[src/rtl/mul_seq_sm.sv]
// Sequential shift-add multiplier, one partial product per clock.
// Signed mode multiplies magnitudes and negates the product at the end.
module mul_seq_sm #(
    parameter int N = 4
) (
    input  logic           clk,
    input  logic           rst_n,
    input  logic           start,
    input  logic           signed_mode,
    input  logic [N-1:0]   multiplicand,
    input  logic [N-1:0]   multiplier,
    output logic [2*N-1:0] product,
    output logic           busy,
    output logic           done
);

    localparam int CW = (N > 2) ? $clog2(N) : 1;

    typedef enum logic [1:0] {
        IDLE,
        CALC,
        FIX,
        DONE
    } state_t;

    state_t state;
    state_t state_nx;

    logic [CW-1:0]  count;
    logic [N-1:0]   ma;
    logic [N-1:0]   mb;
    logic           neg;
    logic [2*N-1:0] acc;
    logic [N:0]     sum;
    logic [N-1:0]   a_mag;
    logic [N-1:0]   b_mag;
    logic           accept;
    logic           last;

    assign accept = (state == IDLE) && start;
    assign last   = (count == CW'(N - 1));

    // -2^(N-1) negates to itself, which is the correct unsigned magnitude
    assign a_mag = (signed_mode && multiplicand[N-1])
                   ? (~multiplicand + N'(1)) : multiplicand;
    assign b_mag = (signed_mode && multiplier[N-1])
                   ? (~multiplier + N'(1)) : multiplier;

    assign sum = {1'b0, acc[2*N-1:N]} + {1'b0, (mb[0] ? ma : '0)};

    always_ff @(posedge clk) begin
        if (!rst_n) begin
            state <= IDLE;
        end else begin
            state <= state_nx;
        end
    end

    always_comb begin
        state_nx = state;
        unique case (state)
            IDLE: if (start) state_nx = CALC;
            CALC: if (last) state_nx = FIX;
            FIX:  state_nx = DONE;
            DONE: state_nx = IDLE;
            default: state_nx = IDLE;
        endcase
    end

    always_comb begin
        busy = (state != IDLE);
        done = (state == DONE);
    end

    always_ff @(posedge clk) begin
        if (!rst_n) begin
            count   <= '0;
            ma      <= '0;
            mb      <= '0;
            neg     <= 1'b0;
            acc     <= '0;
            product <= '0;
        end else begin
            if (accept) begin
                ma    <= a_mag;
                mb    <= b_mag;
                neg   <= signed_mode & (multiplicand[N-1] ^ multiplier[N-1]);
                acc   <= '0;
                count <= '0;
            end
            if (state == CALC) begin
                acc   <= {sum, acc[N-1:1]};
                mb    <= mb >> 1;
                count <= count + CW'(1);
            end
            if (state == FIX) begin
                product <= neg ? (~acc + (2*N)'(1)) : acc;
            end
        end
    end

endmodule

[config.mk]
export PLATFORM = sky130hd
export DESIGN_NAME = mul_seq_sm
export DESIGN_NICKNAME = d
export VERILOG_FILES = /design/src/rtl/mul_seq_sm.sv
export SDC_FILE = /design/constraint.sdc
export NUM_CORES = 1
export LEC_CHECK = 0
export BUFFER_PORTS_ARGS = -buffer_cell sky130_fd_sc_hd__buf_2
export CORE_ASPECT_RATIO = 0.6
export CORE_MARGIN = 1
export CORE_UTILIZATION = 35
export CTS_CLUSTER_SIZE = 12
export DETAILED_ROUTE_END_ITERATION = 7
export GPL_TIMING_DRIVEN = 0
export PLACE_DENSITY = 0.61
export SYNTH_ARGS = -nofsm -noshare
export SYNTH_HDL_FRONTEND = slang
export SYNTH_SLANG_ARGS = --single-unit
[constraint.sdc]
create_clock -name clk -period 4 [get_ports clk]
set_input_delay 0.4 -clock clk [delete_from_list [all_inputs] [get_ports clk]]
set_output_delay 0.4 -clock clk [all_outputs]
set_load 0.05 [all_outputs]
==> flow_results.org, run 1 <==
** GRT
- Via count of the first global-routing pass :: ~1,300
- Entering global routing, the biggest net connects 11 pins.
- Met1 track demand over resource :: 0.272
- In the global route stage, met3 resource usage came out at 0.0500.
- Global routing usage on met2 :: 0.242
- Number of antenna violations at the first check in global routing :: 0
- For this run the aggregate overflow at the end of global routing stands at 0.
- Total track usage :: 0.184
- Wire length of the first global-routing pass :: slightly below 7 mm
- Most Crowded Layer GR :: met1

** Drt
- Using the TritonRoute via totals, the vias-per-cell ratio works out to 5.12.
- The first detailed-routing pass ran for 4 iterations.
- Wires add up to between 3 and 4 mm.
- After detailed routing, the average wire length per cell comes to 13.7 µm.
- Once detail routing completed, the nets flagged for antenna violations numbered 0.
- DRC violation count after routing :: 0
- The first routing iteration left 86 violations.
- Number of vias in the routed layout :: about 1,500

** Clock tree
- Buffers inserted during post-CTS setup optimization :: 0
- Htree depth :: 2
- The number of hold buffers added after CTS was 0.
- In this run, CTS created clock tree buffers numbering 5.
- No sink is reached through more buffers than the 2 on the longest clock path.
- Clock Root Buffer :: clkbuf_8
- CTS tree :: yes
- For this design, the sink count on the clock tree is 29.
- Register clock-pin slew on the reported worst setup and hold paths :: 0.07 ns
- Clock latency at the later pin of the worst-skew pair :: between 0.2 and 0.3 ns
- After clock tree synthesis, the repair step resized 0 gates.

** Critical path
- Traced cell by cell, the critical path runs through inv_1, ha_1, nand2_1, clkbuf_1, nand3_1, a21oi_1.
- The kind of cell with the highest combined delay along the critical path is buffers and inverters.
- Signal arrival time at the worst endpoint :: approximately 2.0 ns
- Worst Path Buf+Inv :: 2
- Endpoint required time on the critical path :: 4.21 ns
- On the worst path, the slowest cell contributes a delay of around 0.44 ns.
- STA classifies the critical path startpoint as a flop.
- Critical Path Sink Type :: flop
- The largest individual stage delay along the critical path comes from the cell clkbuf_1.
- Tracing the worst setup path back leads to its startpoint at state[1].
- Along the worst path, the maximum fanout reaches 10.
- WS Path Type :: reg -> reg
- The worst register-to-register path begins at state[1].

** Yosys
- Avg Synthesized Cell Area :: between 8 and 9 µm²
- Synthesis produced a netlist whose cell count is 200.
- Synthesis inferred 29 register bits.
- Of the synthesized area, sequential elements account for 0.356.
- Post-synthesis instance area :: approximately 0.0016 mm²
- Count of distinct cell types in the synthesized netlist :: 33
- The number of nets handed over by synthesis was 226.
- Warnings, synthesis :: 0

** Cells and area
- Of the cells placed in the final design, the portion with a size suffix greater than 1 is 0.123.
- Diodes inserted :: 0
- Area Overhead vs Synth :: 18.9%
- Post-Route Utilization :: 0.454
- Excluding fillers, the count of instances in the completed layout stands at around 290.
- After routing the design area is around 0.0019 mm².
- For this run, the post-layout net count is approximately 250.

** STA
- Shortest period the worst path allows :: between 1.5 and 2 ns
- Relative max-transition margin :: 0.505
- The max-slew violation count is 0.
- Endpoints failing setup :: 0
- Setup total negative slack on the finished layout was measured at 0 ns.
- Dividing the final minimum period by the clock period gives 0.458.
- Number of endpoints with negative hold slack in the final report :: 0
- Derived from the worst setup path, the maximum achievable clock frequency is about 550 MHz.
- Unrepaired setup endpoints after global routing :: false
- For the pin with the worst max-slew slack, the measured transition is 0.736 ns.
- Across the routed clock network, the largest skew measured is ~0.0035 ns.

** Placed design
- Detailed-placement wirelength estimate :: between 2 and 3 mm
- Input/output buffers :: 20
- At the end of routability-driven placement, the weighted congestion stood at around 0.76.
- Counting tap cells, the placed design contains a total of 280 instances.
- The placed instances occupy a cell area of around 0.0018 mm².

** Power
- Internal Pwr Total :: between 700 and 800 µW
- Total Power Consumption :: 1240 µW
- Summed over all cells, the static leakage comes to 0.000807 µW.
- The share of total power dissipated in the clock network is 0.295.
- Of the total power, the share spent switching nets is 0.399.
- P per Cell Area :: ~640 mW/mm²
- The share of total power dissipated in combinational logic is 0.385.
- Across the VDD grid, the largest voltage drop is 0.247 mV.
- The analysis attributes to net switching a power of ~500 µW.
- Of the total power, registers draw 0.320.

** Run
- Across the run, the number of max-cap violations was 0.

** Min path
- Start point of the worst min-delay path :: multiplicand[0]
- The path class of the tightest hold or removal check is in -> reg.

** Die
- Die area :: approximately 0.0049 mm²
- The initialized floorplan defines 18 standard-cell rows.
- During I/O placement, the number of pins put on the boundary was 22.
- Floorplan Core Area :: ~0.0043 mm²
- From bottom edge to top edge, the die measures 54.9 µm.
- From left edge to right edge, the die measures 90.1 µm.
- Starting Density :: 0.381

** Status
- Outcome :: finished clean
per-layer routing:
metal | vias up | wire, µm
met2 | 43 | 1400
li1 | 773 | -
met3 | 4 | 236
met4 | 0 | 40
met5 | - | 0
met1 | 654 | 2260
worst paths after layout:
path,end,slack [ns],cells past startpoint
min reg2reg,mb[3],0.46,2
max reg2reg,acc[2],2.17,6
max,acc[2],2.17,6
min,ma[0],0.38,3
synth_stat cells:
cell type   n  area share
dfxtp_1    29        0.36
nand2_1    20       0.046
nand3_1    20       0.061
inv_1      17       0.039
a21oi_1    15       0.046
ha_1       13        0.10
nor2_1     11       0.025
clkbuf_1    9       0.021
o21ai_0     7       0.021
a311oi_1    6       0.032
and2_1      5       0.019
nor2b_1     4       0.015
o31ai_1     4       0.018
a2111o_1    3       0.021
a211oi_1    3       0.014
a31oi_1     3       0.012
and3_1      3       0.012
and3b_1     3       0.016
mux2i_1     3       0.018
nand4_1     3       0.012
or3_1       3       0.012
xor2_1      3       0.016
nor3_1      2      0.0061
or4_1       2      0.0092
a41oi_1     1      0.0054
and4b_1     1      0.0061
fa_1        1       0.012
nand3b_1    1      0.0046
nor3b_1     1      0.0046
nor4_1      1      0.0038
o221ai_1    1      0.0054
o41ai_1     1      0.0054
xnor2_1     1      0.0054
kinds of logic (layout without fill, tap and decap cells):
group / Yosys count / after routing / share of synthesized area
simple gates: 80 / 80 / 0.252
compound gates: 44 / 44 / 0.180
flops: 29 / 29 / 0.356
buf+inv: 26 / 54 / 0.0598
fa+ha+maj: 14 / 14 / 0.112
xor+xnor: 4 / 4 / 0.0215
mux: 3 / 3 / 0.0184
cell type report:
cell class                 count  area, µm²
fill                         468       2340
multi-input combinational    145        953
sequential                    29        581
timing repair buffer          20        100
tap                           60       75.1
clock buffer                   5       68.8
clock inverter                 3       65.1
inverter                      17       63.8
buffer                         9       33.8
sequential cells by signal (all words and copies together) (netlist names):
| register | cells |
|---|---|
| state | 2 |
| mb | 4 |
| product | 8 |
| neg | 1 |
| ma | 4 |
| count | 2 |
| acc | 8 |
power by group through the flow:
| stage | Sequential (µW) | Clock (µW) | Combinational, µW |
|---|---|---|---|
| 2_1_floorplan | 447 | 0 | 302 |
| 3_3_place_gp | 400 | 0 | 473 |
| 3_5_place_dp | 402 | 0 | 476 |
| 4_1_cts | 395 | 373 | 479 |
| 5_1_grt | 405 | 385 | 532 |
| 6_report | 396 | 365 | 476 |
worst reg2reg max path: stages, from the launching register on:
cell and delay [ns]:
dfxtp_1 0.38, inv_1 0.10, ha_1 0.26, nand2_1 0.29, clkbuf_1 0.44, nand3_1 0.13, a21oi_1 0.16
cells in the final DEF (no fill, tap or decap), types with 4 or more instances in the layout:
master and instances:
nor2b_1 4, a311oi_1 6, clkbuf_1 9, and2_1 5, nand3_1 20, buf_2 20, nand2_1 20, clkbuf_8 5
dfxtp_1 29, o21ai_0 7, a21oi_1 15, inv_1 17, ha_1 13, nor2_1 11, o31ai_1 4
metrics by stage:
step / setup slack [ns] / hold slack [ns]
after floorplan: 2.47 / 0.432
after global placement: 2.20 / 0.445
after detailed placement: 2.19 / 0.449
after CTS: 2.17 / 0.375
after global routing: 1.95 / 0.404
final: 2.17 / 0.383
(Power assumes the default switching activity.)
==> run 2: changes to the inputs <==
clock period = 1.85 ns   (was 4 ns; I/O delays follow)
==> flow_results.org, run 2 (synthesis gave the netlist of run 1 again) <==
** STA
- Relative max-transition margin :: 0.532 (+0.0271)
- The pin slew with the least headroom to its limit was 0.696 ns (-0.0403 ns).
- The final sum of negative setup slack came to 0 ns (unchanged).
- The number of failing setup endpoints in the final timing report was 0 (unchanged).
- Tcrit/Tclk final :: 0.923 (+0.465)
- The final critical-path required period came to 1.71 ns (-0.125 ns).
- The max-slew violation count was 0 (unchanged).
- The minimum setup slack in the final design was 0.143 ns (-2.02 ns).
- Post-route clock skew :: 0.00435 ns (+0.000821 ns)
- Unrepaired setup endpoints after global routing :: false
- The highest clock rate came to 586 MHz (+7.3%).
- The number of failing hold endpoints at the final stage was 0 (unchanged).

** Drt
- DRC violation count after routing :: 0 (unchanged)
- The violation count after the first detailed-route iteration came to 116 (+35%).
- The total met3 wirelength after detailed routing is 198 µm (-16%).
- Number of iterations in the first detailed-routing pass :: 4 (unchanged)
- Number of vias in the routed layout :: 1,472 (-0.14%)
- The sum of routed wire length over all layers is 3.94 mm (+0.18%).
- DR WL met2 :: 1.39 mm (-0.57%)
- Highest metal layer with signal wires :: met4
- Number of vias per cell after detailed routing :: 5.13 (+0.21%)
- The number of nets still failing antenna checks after routing is 0 (unchanged).
- Average detailed-routed wire length per instance :: 13.7 µm (+0.53%)
- Met1 WL :: 2.30 mm (+1.9%)

** Power
- The leakage dissipation was 0.000812 µW (+0.61%).
- Worst vdd ir :: 0.535 mV (+120%)
- The ratio of total power to cell area is 1380 mW/mm² (+120%).
- Total Power Consumption :: 2690 µW (+120%)

** GRT
- Via count of the first global-routing pass :: 1,329 (unchanged)
- Total track usage :: 0.184 (unchanged)
- The maximum number of pins on one net before global-route repair came to 11 (unchanged).
- The overall overflow remaining after global route was 0 (unchanged).
- The initial antenna violation count is 0 (unchanged).
- Wire length of the first global-routing pass :: 6.75 mm (unchanged)

** Critical path
- Critical Path Sink Type :: flop
- Biggest fanout along the worst timing path :: 2 (-8)
- First element of the critical path :: ma[0]
- Signal arrival time at the worst endpoint :: 1.90 ns (-0.14 ns)
- The critical path is of the reg -> reg type.
- Source of the worst register-to-register timing path :: ma[0]
- CP startpoint kind :: flop
- The required time of the worst setup path is 2.04 ns (-2.17 ns).

** Clock tree
- The post-CTS setup-driven buffer insertion count was 0 (unchanged).
- Number of clock buffers inserted by TritonCTS :: 5 (unchanged)
- TritonCTS built the clock tree.
- The clock transition at the registers of the reported paths was 0.07 ns (about the same).
- Cts-stage hold buffer count :: 0 (unchanged)
- Clock Root Buffer :: clkbuf_8
- Count of cells resized by post-cts repair :: 0 (unchanged)
- Clk buf depth :: 2 (unchanged)
- The depth of the CTS H-tree is 2 (unchanged).
- The number of sinks driven by the clock tree was 29 (unchanged).
- The source-to-sink clock delay at the later pin of the worst-skew pair was 0.29 ns (about the same).

** Placed design
- Dpl cells :: 280 (unchanged)
- The minimum setup slack after placement was 0.0446 ns (-2.15 ns).
- Routability cong. :: 0.757 (unchanged)
- The post-detailed-placement half-perimeter wirelength is 2.93 mm (unchanged).
- Input/output buffers :: 20 (unchanged)
- Placed cell areas :: 0.00181 mm² (unchanged)

** Cells and area
- Top library cells by usage in the layout, fill and taps aside :: dfxtp_1, nand3_1, buf_2
- Post-layout instance count excluding filler cells :: 287 (-0.35%)
- Relative to the synthesized area, the layout overhead comes to 19.1%.
- Summed area of non-filler cells in the final layout :: 0.00194 mm² (+0.13%)
- The share of post-route cells with drive strength above 1 is 0.141 (+0.0182).
- Final net count :: 252 (-0.40%)
- The number of diodes came to 0 (unchanged).
- The largest registers in the layout are acc: 8 flops, product: 8 flops.
- Commonest non-fill, non-tap cell in the layout :: dfxtp_1

** Run
- The number of max-cap violations is 0 (unchanged).

** Die
- Die area :: 0.00495 mm² (unchanged)
- Num rows :: 18 (unchanged)
- The effective utilization at floorplan came to 0.381 (unchanged).
- Floorplan Core Area :: 0.00428 mm² (unchanged)
- The die boundary height was 54.9 µm (unchanged).
- Die width :: 90.1 µm (unchanged)
- IO Pins :: 22 (unchanged)

** Min path
- The min-delay analysis places its worst path in the category in -> reg.
- In this run the most critical hold path is launched from multiplicand[0].

** Status
- Outcome :: finished clean
[run 2: worst max-delay path: stages (launching register included)]
cell      delay [ns]
dfxtp_1         0.37
and2_1          0.14
ha_1            0.16
inv_1           0.06
fa_1            0.41
nor2b_1         0.12
o21ai_0         0.08
a311oi_1        0.27
[run 2: layout make-up]
type / count / area, µm²
Clock buffer: 5 / 68.8
Clock inverter: 3 / 65.1
Inverter: 17 / 63.8
Multi-Input combinational cell: 145 / 956
Timing Repair Buffer: 20 / 100
Buffer: 8 / 32.5
Fill cell: 470 / 2340
Sequential cell: 29 / 582
Tap cell: 60 / 75.1
[run 2: path summary, 6_finish.rpt]
check            to  slack [ns]  cells after the start
max          acc[7]        0.14                      7
min reg2reg   mb[3]        0.46                      2
min           ma[0]        0.16                      3
max reg2reg  acc[7]        0.14                      7
[run 2: report_power, final]
part,internal (µW),leakage [µW],switching [µW]
sequential,761,0.000236,96.1
combinational,316,0.000508,719
clock,535,0.0000681,260
total,1610,0.000812,1070
[run 2: metal layers]
metal	GRT usage	vias to the layer above
li1	-	770
met5	0	-
met3	0.0500	6
met1	0.272	662
met2	0.242	34
met4	0.0806	0
[run 2: metrics by stage]
stage / utilization / hold WS, ns
detailed placement: 0.422 / 0.449
global route: 0.454 / 0.189
global placement: 0.422 / 0.445
floorplan: - / 0.321
finish: 0.454 / 0.165
CTS: 0.454 / 0.160
==> run 3: changes to the inputs <==
clock period = 1.6 ns   (was 1.85 ns; I/O delays follow)
==> flow_results.org, run 3 (synthesis gave the netlist of run 1 again) <==
** Drt
- The number of nets still failing antenna checks after routing was 0 (unchanged).
- The count of TritonRoute iterations in the first routing pass is 4 (unchanged).
- The total number of vias was 1,488 (+1.1%).
- Wirelength, routed :: 4.04 mm (+2.5%)
- Initial drt markers :: 88 (-24%)
- Average detailed-routed wire length per instance :: 14.0 µm (+1.8%)
- Number of vias per cell after detailed routing :: 5.15 (+0.39%)
- The count of unresolved DRC violations after routing came to 0 (unchanged).

** Critical path
- The largest fanout of any net on the critical path came to 5 (+3).
- The worst setup path is of the reg -> reg kind.
- Signal arrival time at the worst endpoint :: 1.80 ns (-0.10 ns)
- CP startpoint kind :: flop
- Endpoint required time on the critical path :: 1.80 ns (-0.24 ns)
- Category of cells accounting for the largest share of critical-path delay :: adder cells
- Cells traversed along the worst timing path :: and2_4, ha_4, inv_2, fa_2, nor2b_1, o21ai_1, a311oi_1
- The delay contributed by the slowest stage of the critical path came to 0.40 ns (about the same).
- STA classifies the critical path endpoint as a flop.
- The slowest stage of the critical path is the fa_2 cell.
- Worst Path Buf+Inv :: 1 (unchanged)

** Power
- Worst vdd ir :: 0.615 mV (+15%)
- Total Power Consumption :: 3260 µW (+21%)
- The part of the power in registers is 0.312 (-0.007).
- Fraction of power spent switching nets :: 0.398 (-0.00175)
- P per Cell Area :: 1610 mW/mm² (+16%)
- Proportion of power drawn by combinational gates :: 0.405 (+0.020)
- The share of total power in the clock network was 0.283 (-0.013).
- The internal power is 1960 µW (+22%).
- Switching power :: 1300 µW (+21%)
- Static Leakage :: 0.000833 µW (+2.6%)

** Die
- Die area :: 0.00495 mm² (unchanged)
- The standard-cell row count is 18 (unchanged).
- The core region area came to 0.00428 mm² (unchanged).
- The effective utilization at floorplan was 0.381 (unchanged).
- The boundary pin count came to 22 (unchanged).
- The die boundary height is 54.9 µm (unchanged).
- Die width :: 90.1 µm (unchanged)

** STA
- The worst relative slew slack is 0.539 (+0.00768).
- Number of endpoints with negative hold slack in the final report :: 0 (unchanged)
- Worst Max-Slew Pin Slew :: 0.685 ns (-0.0114 ns)
- The final critical-path share of the clock period came to 1.00 (+0.0771).
- Unrepaired setup endpoints after global routing :: true
- Max frequency :: 625 MHz (+6.7%)
- The number of failing setup endpoints in the final timing report was 0 (unchanged).
- The minimum setup slack in the final design was 0.000438 ns (-0.143 ns).
- Shortest period the worst path allows :: 1.60 ns (-0.107 ns)
- Max Slew Vio Count :: 0 (unchanged)
- Post-route clock skew :: 0.00311 ns (-0.00124 ns)

** GRT
- The number of global-route vias before repair was 1,334 (+0.38%).
- Global-route congestion overflow total :: 0 (unchanged)
- The initial antenna violation count was 0 (unchanged).
- The wire length of the first global-routing pass came to 6.75 mm (unchanged).
- Total track usage :: 0.184 (about the same)
- Pin count of the biggest net entering global routing :: 11 (unchanged)

** Placed design
- Routability cong. :: 0.757 (unchanged)
- The post-detailed-placement half-perimeter wirelength is 2.93 mm (unchanged).
- Pre-CTS worst setup slack :: -0.205 ns (-0.250 ns)
- The port buffer count is 20 (unchanged).

** Status
- Outcome :: finished clean

** Cells and area
- Fraction of layout instances using a drive strength above 1 :: 0.223 (+0.0817)
- Diodes inserted :: 0 (unchanged)
- The area growth from synthesis to layout is 24.2%.
- The largest registers in the layout are acc: 8 flops, product: 8 flops.
- Leaving out fill and tap cells, the most frequent cell in the layout is dfxtp_1.
- The top cell types in the final layout, fill and taps aside, are dfxtp_1, buf_2, nand3_1.
- Final net count :: 254 (+0.79%)

** Min path
- Class of the most critical hold timing path :: in -> reg

** Clock tree
- The clock tree buffer depth is 2 (unchanged).
- The depth of the CTS H-tree came to 2 (unchanged).
- Clock Root Buffer :: clkbuf_8
- The total CTS buffers came to 5 (unchanged).
- The number of sinks driven by the clock tree is 29 (unchanged).
- CTS tree :: yes
- The clock transition at the registers of the reported paths was 0.07 ns (about the same).
- The source-to-sink clock delay at the later pin of the worst-skew pair is 0.29 ns (about the same).

** Run
- The number of max-cap violations was 0 (unchanged).
run 3: changes by cell type in the layout (fill, tap and decap cells not counted), sizes merged:
cell and change:
buf +4, clkbuf -2
run 3: worst paths after layout:
path                   start  cells past startpoint      to  slack (ns)
max                    mb[0]                      7  acc[7]      0.0004
min          multiplicand[0]                      3   ma[0]        0.13
max reg2reg            mb[0]                      7  acc[7]      0.0004
min reg2reg            mb[3]                      2   mb[3]        0.46
run 3: worst min-delay path, cell delays in order:
cell     delay, ns
buf_2         0.11
nand2_1       0.05
a21oi_1       0.06
run 3: final cells by class:
cell class	instances	area (µm²)
well taps	60	75.1
clock buffers	5	68.8
fillers	461	2250
inverters	17	63.8
flip-flops and latches	29	589
clock inverters	3	65.1
multi-input cells	145	1010
plain buffers	9	42.5
repair buffers	21	110
run 3: power groups by stage:
| stage | registers (µW) | clock network, µW | logic, µW |
|---|---|---|---|
| after floorplan | 1120 | 0 | 755 |
| after global placement | 1000 | 0 | 1180 |
| after detailed placement | 1000 | 0 | 1190 |
| after CTS | 993 | 933 | 1230 |
| after global routing | 1040 | 963 | 1470 |
| final | 1020 | 923 | 1320 |
run 3: what timing repair did:
item / CTS / global route
hold buffers: 0 / 0
gates resized for setup: 11 / 23
endpoints found under the setup margin: 22 / 22
buffers inserted: 0 / 1
pin swaps: 1 / 3
run 3: metrics by stage:
step / utilization / hold slack (ns) / cells / TNS [ns] / cell area [µm²]
finish: 0.473 / 0.132 / 289 / 0 / 2030
global route: 0.473 / 0.156 / 289 / -0.222 / 2030
CTS: 0.458 / 0.128 / 288 / -0.0150 / 1960
detailed placement: 0.422 / 0.443 / 280 / -2.48 / 1810
global placement: 0.422 / 0.427 / 280 / -2.24 / 1810
floorplan: - / 0.296 / 200 / 0 / 1630
run 3: layer usage:
layer / track usage / vias to the layer above / part of all wire
met1: 0.272 / 677 / 0.57
met5: 0 / - / 0
met4: 0.0806 / 0 / 0.013
met2: 0.243 / 29 / 0.37
li1: - / 777 / -
met3: 0.0500 / 5 / 0.050
